--- src/rtl/e203_itcm_loader_pkg.sv ---
// rtl/e203_itcm_loader_pkg.sv - shared state encoding and ICB word constants for the ITCM loader
package e203_itcm_loader_pkg;

    localparam int ITCM_LOADER_WORD_BYTES = 8;
    localparam int ICB_DW = 64;
    localparam int ICB_MW = ICB_DW / 8;

    typedef enum logic [2:0] {
        ST_IDLE,
        ST_FILL,
        ST_CMD,
        ST_RSP,
        ST_DONE,
        ST_ERR
    } loader_state_e;

endpackage

--- src/rtl/e203_itcm_loader_pack.sv ---
// rtl/e203_itcm_loader_pack.sv - byte-lane packer building one little-endian 64-bit ICB write word
module e203_itcm_loader_pack
    import e203_itcm_loader_pkg::*;
(
    input  logic              clk,
    input  logic              rst,
    input  logic              clear,
    input  logic              push,
    input  logic [7:0]        push_data,
    output logic [ICB_DW-1:0] wdata,
    output logic [ICB_MW-1:0] wmask,
    output logic              last,
    output logic [2:0]        fill_idx
);

    // Unfilled lanes stay zero in both data and mask, so a partial tail word needs no masking later.
    always_ff @(posedge clk) begin
        if (rst || clear) begin
            wdata    <= '0;
            wmask    <= '0;
            fill_idx <= '0;
        end else if (push) begin
            wdata[{fill_idx, 3'b000} +: 8] <= push_data;
            wmask[fill_idx]                <= 1'b1;
            fill_idx                       <= fill_idx + 3'd1;
        end
    end

    assign last = (fill_idx == 3'(ITCM_LOADER_WORD_BYTES - 1));

endmodule

--- src/rtl/e203_itcm_loader.sv ---
// rtl/e203_itcm_loader.sv - streams a byte image into ITCM over ICB; E203_ITCM_LOADER_CHKSUM_EN enables the byte checksum
module e203_itcm_loader
    import e203_itcm_loader_pkg::*;
#(
    parameter int ITCM_AW = 16,
    parameter int LEN_W   = 20
) (
    input  logic               clk,
    input  logic               rst,
    input  logic               start,
    input  logic [ITCM_AW-1:0] base_addr,
    input  logic [LEN_W-1:0]   byte_len,
    input  logic               s_byte_valid,
    output logic               s_byte_ready,
    input  logic [7:0]         s_byte_data,
    output logic               icb_cmd_valid,
    input  logic               icb_cmd_ready,
    output logic [ITCM_AW-1:0] icb_cmd_addr,
    output logic               icb_cmd_read,
    output logic [ICB_DW-1:0]  icb_cmd_wdata,
    output logic [ICB_MW-1:0]  icb_cmd_wmask,
    input  logic               icb_rsp_valid,
    output logic               icb_rsp_ready,
    input  logic               icb_rsp_err,
    output logic               busy,
    output logic               done,
    output logic               err,
    output logic [15:0]        words_written,
    output logic [31:0]        chksum
);

    localparam int SUM_W = ((ITCM_AW > LEN_W) ? ITCM_AW : LEN_W) + 1;

    loader_state_e      state, state_nxt;
    logic [LEN_W-1:0]   remaining;
    logic [ITCM_AW-1:0] addr;
    logic [SUM_W-1:0]   end_addr;
    logic               range_bad, start_acc, byte_acc, rsp_hs, pack_last;
    logic [2:0]         fill_idx;

    // End address is formed one bit wider than either operand so an oversized load cannot wrap into range.
    assign end_addr  = SUM_W'(base_addr) + SUM_W'(byte_len);
    assign range_bad = (end_addr > (SUM_W'(1) << ITCM_AW)) || (base_addr[2:0] != 3'd0);
    assign start_acc = start && (state == ST_IDLE || state == ST_DONE || state == ST_ERR);
    assign byte_acc  = s_byte_valid && (state == ST_FILL);
    assign rsp_hs    = icb_rsp_valid && (state == ST_RSP);

    always_ff @(posedge clk) begin
        if (rst) begin
            state <= ST_IDLE;
        end else begin
            state <= state_nxt;
        end
    end

    always_comb begin
        state_nxt     = state;
        s_byte_ready  = 1'b0;
        icb_cmd_valid = 1'b0;
        icb_rsp_ready = 1'b0;
        busy          = 1'b0;
        done          = 1'b0;
        err           = 1'b0;
        case (state)
            ST_FILL: begin
                s_byte_ready = 1'b1;
                busy         = 1'b1;
                if (byte_acc && (pack_last || remaining == LEN_W'(1))) state_nxt = ST_CMD;
            end
            ST_CMD: begin
                icb_cmd_valid = 1'b1;
                busy          = 1'b1;
                if (icb_cmd_ready) state_nxt = ST_RSP;
            end
            ST_RSP: begin
                icb_rsp_ready = 1'b1;
                busy          = 1'b1;
                if (icb_rsp_valid) begin
                    if (icb_rsp_err)          state_nxt = ST_ERR;
                    else if (remaining == '0) state_nxt = ST_DONE;
                    else                      state_nxt = ST_FILL;
                end
            end
            default: begin
                done = (state == ST_DONE);
                err  = (state == ST_ERR);
                if (start_acc) begin
                    if (range_bad)            state_nxt = ST_ERR;
                    else if (byte_len == '0)  state_nxt = ST_DONE;
                    else                      state_nxt = ST_FILL;
                end
            end
        endcase
    end

    always_ff @(posedge clk) begin
        if (rst) begin
            remaining     <= '0;
            addr          <= '0;
            words_written <= '0;
        end else if (start_acc) begin
            remaining     <= byte_len;
            addr          <= base_addr;
            words_written <= '0;
        end else begin
            if (byte_acc) remaining <= remaining - LEN_W'(1);
            if (rsp_hs && !icb_rsp_err) begin
                addr <= addr + ITCM_AW'(ITCM_LOADER_WORD_BYTES);
                if (words_written != 16'hFFFF) words_written <= words_written + 16'd1;
            end
        end
    end

    e203_itcm_loader_pack u_pack (
        .clk       (clk),
        .rst       (rst),
        .clear     (start_acc || rsp_hs),
        .push      (byte_acc),
        .push_data (s_byte_data),
        .wdata     (icb_cmd_wdata),
        .wmask     (icb_cmd_wmask),
        .last      (pack_last),
        .fill_idx  (fill_idx)
    );

    assign icb_cmd_addr = addr;
    assign icb_cmd_read = 1'b0;

`ifdef E203_ITCM_LOADER_CHKSUM_EN
    logic [31:0] chksum_q;
    always_ff @(posedge clk) begin
        if (rst || start_acc) begin
            chksum_q <= '0;
        end else if (byte_acc) begin
            chksum_q <= chksum_q + {24'd0, s_byte_data};
        end
    end
    assign chksum = chksum_q;
`else
    assign chksum = '0;
`endif

endmodule

--- config.mk ---
export PLATFORM = sky130hd
export DESIGN_NAME = e203_itcm_loader
export DESIGN_NICKNAME = d
export VERILOG_FILES = /design/src/rtl/e203_itcm_loader_pkg.sv /design/src/rtl/e203_itcm_loader_pack.sv /design/src/rtl/e203_itcm_loader.sv
export SDC_FILE = /design/constraint.sdc
export NUM_CORES = 1
export LEC_CHECK = 0
export CAP_MARGIN = 25
export CORE_MARGIN = 2
export CORE_UTILIZATION = 30
export DETAILED_ROUTE_END_ITERATION = 8
export DONT_BUFFER_PORTS = 1
export PLACE_DENSITY_LB_ADDON = 0.25
export SLEW_MARGIN = 20
export SYNTH_ARGS = -nofsm -noshare
export SYNTH_HDL_FRONTEND = slang
export SYNTH_HIERARCHICAL = 1
export SYNTH_SLANG_ARGS = --single-unit
--- constraint.sdc ---
create_clock -name clk -period 3.3 [get_ports clk]
set_input_delay 0 -clock clk [delete_from_list [all_inputs] [get_ports clk]]
set_output_delay 0 -clock clk [all_outputs]
set_load 0.01 [all_outputs]
==> implementation parameters <==
Parameter                              Value

Synth
  Cell taking the most area after synthesis    sky130_fd_sc_hd__dfxtp_1
  Number of register bits inferred by synthesis    130
  Share of the yosys chip area belonging to registers    0.3576
  Commonest cells in the synthesized netlist    130 x sky130_fd_sc_hd__dfxtp_1, 129 x sky130_fd_sc_hd__nand2_1, 74 x sky130_fd_sc_hd__mux2i_1
  Most frequent cell after synthesis    sky130_fd_sc_hd__dfxtp_1
  Warnings, synthesis    6
  Synth unique cells    74
  Most used flip-flop cell after synthesis    sky130_fd_sc_hd__dfxtp_1
  Ys async rst share    0
  Largest cells by area after synthesis    sky130_fd_sc_hd__dfxtp_1 36%, sky130_fd_sc_hd__mux2i_1 10%, sky130_fd_sc_hd__nand2_1 6.7%
  Post-Syn Area per Cell    roughly 8.4 um2
  Top cell type's share of synthesized area    0.3576
  Number of synthesized flops with an enable pin    0
  Synth Instances    866
  Mapped Area    7278 um2

Critical path
  Capturing instance or port of the critical path    remaining[17]
  Reg2Reg Depth    10
  Max incr delay on CP    approximately 0.56 ns
  Largest fanout on the critical path    17
  Worst EP arrival    approximately 3.4 ns
  Slowest cell on crit path    sky130_fd_sc_hd__dlygate4sd3_1
  Startpoint of the worst register-to-register path    state[0]
  Setup slack on the worst flop-to-flop path    0.24 ns
  Chain of cells forming the critical path    inv_2, nor3_2, buf_4, nand2_1, clkinv_2, nand2_2, or2_1, or4_1, a31oi_1, dlygate4sd3_1
  Crit path from    state[0]
  Data required time at the worst endpoint    3.66 ns
  Startpoint types    flop
  Setup crit end kind    flop
  Terminus of the critical flop-to-flop path    remaining[17]
  Category of the critical setup timing path    flop to flop

Finish
  Net count reported at finish    approximately 1000
  Layout cell share with drive strength beyond 1    0.07545
  Post-Layout Inst Area    8827 um2
  Area delta synth->final    21.28%
  Diodes inserted    0

STA
  Final clock skew    0.01989 ns
  Rel. slew slack    0.4102
  Final critical-path setup slack    roughly 0.24 ns
  Number of hold-slack violations in the final timing report    0
  Crit share post-route    0.9280
  Maximum operating frequency    0.3265 GHz
  Hold slack    0.01534 ns
  Final period demand of the worst path    3.062 ns
  Setup repair after global routing missed its margin    false
  Setup Viol. Count Final    0
  Final slew viol count    0
  Worst-margin pin slew    roughly 0.9 ns
  Post-route setup TNS    0 ns

Die
  Row Count    57
  Area of the die    25520 um2
  Die H    approximately 160 um
  Number of top-level design ports    just under 200
  Area of the core    24030 um2
  Die extent in x    between 150 and 200 um
  Starting density of the core    0.3028

Global route
  Pin count of the biggest net entering global routing    72
  Number of global-route vias before repair    6069
  Antenna violations before repair    0
  Global routing usage summed across all routing layers    0.1725
  First-pass GRT wire length    35200 um
  Total overflow reported by the global router    0

Placement
  Cell area reported after detailed placement    roughly 7400 um2
  Final estimated routing congestion in global placement    0.9098
  Placed wire-length estimate after detailed placement    15380 um
  Number of port buffers    0
  Worst slack at placement    0.6083 ns

Clock tree
  Root Buffer Master    sky130_fd_sc_hd__clkbuf_16
  Maximum root-to-sink buffer count    2
  Clock-pin slew reported for the worst setup and hold paths after clock tree synthesis    0.07 ns
  Worst skew pair latency    0.43 ns
  Clock tree from TritonCTS    built
  Clock Sinks    130
  Clock buffers created by TritonCTS    17
  Htree depth    4

Power and ir drop
  Worst-case vdd ir drop    0.3071 mV
  Pwr per Cell Area    617.4 nW/um2
  Standby leakage power    ~3.3 nW
  Power consumption    ~5.4 mW

Status
  Outcome    completed

Worst hold path
  Startpoint of the lowest-slack hold path    byte_len[16]
  Worst hold path type    primary input to flop

Route
  Number of DRC violations after detailed routing    0
  Via/cell ratio    5.092
  Via count    6442
  Average wire length per cell after detail routing    roughly 18 um
  Routed Antenna Nets    0
  TritonRoute pass-1 iters    4
  Number of DRC markers after the initial detailed-route iteration    438
  Total Routed Length    22370 um

Flow run
  Maximum Capacitance Violations    0
[metrics by stage]
step	utilization	cells
after CTS	0.3670	1265
after global routing	0.3673	1265
after global placement	0.3097	1157
after floorplan	-	898
final	0.3673	1265
after detailed placement	0.3097	1157
[worst max-delay path: cells and delay by family (launching register included)]
family          cells  cell delay, ns
simple gates        5            1.25
compound gates      1            0.17
flops               1            0.45
buf+inv             4            1.12
[registers in the layout, summed over array words and instances, names as in the netlist]
signal,flops
state,3
remaining,20
u_pack/wdata,64
u_pack/wmask,8
icb_cmd_addr,16
u_pack/fill_idx,3
words_written,16
[how the worst min path moves through the flow]
stage / end / slack [ns] / depth (start not counted)
after global routing: state[0] / 0.04 / 5
after global placement: remaining[0] / 0.1 / 1
final: state[0] / 0.02 / 5
after CTS: state[0] / 0.0003 / 5
after detailed placement: remaining[1] / 0.1 / 1
after floorplan: icb_cmd_addr[0] / 0.14 / 2
[repair_timing]
action / CTS / global route
hold endpoints to repair: 114 / 0
resized for setup: 0 / 2
setup buffers: 0 / 0
hold buffers: 76 / 0
endpoints found under the setup margin: 0 / 5
[power by group]
part / internal [mW] / switching [mW] / total [mW]
Sequential: 1.72 / 0.221 / 1.94
Combinational: 0.605 / 0.919 / 1.52
Clock: 1.09 / 0.891 / 1.98
Total: 3.42 / 2.03 / 5.45
[cell usage in the layout, fill, tap and decap left out, drive strengths merged, types with 4 or more instances in the layout]
cell and n:
clkinv 4, a211oi 14, a21oi 50, clkbuf 17
nor2b 8, a21o 5, or4 5, conb 33
a31oi 11, ha 28, o21ai 34, or3 10
xnor2 14, dfxtp 130, inv 30, nor3 23
nand2 130, and3 8, nand3 45, xor2 13
buf 8, dlygate4sd3 75, and2 5, nand4 12
a311oi 6, nor4 14, o211ai 10, nor2 74
o311ai 6, mux2i 74
[layer usage]
metal,vias up,share of wire,track usage
met4,0,0.016,0.04959
met1,3049,0.43,0.2192
met5,-,0,0
li1,3154,-,-
met3,25,0.093,0.06701
met2,214,0.46,0.2717
[area by class of cell]
class,instances,area [um2]
Multi-Input combinational cell,675,4309
Clock buffer,17,425.4
Sequential cell,130,2603
Inverter,21,80.08
Timing Repair Buffer,83,823.3
Fill cell,2512,15210
Tap cell,324,405.4
Clock inverter,15,181.4
[logic make-up (layout without fill, tap and decap cells)]
group           Yosys count  after routing  synth area share
simple gates            352            352            0.2402
compound gates          160            160            0.1465
flops                   130            130            0.3576
buf+inv                  93            136           0.07014
mux                      74             74            0.1018
fa+ha+maj                29             29           0.05089
xor+xnor                 27             27           0.03249
other cells               1             33         0.0005152
No activity file was read; power rests on OpenSTA's default activity.
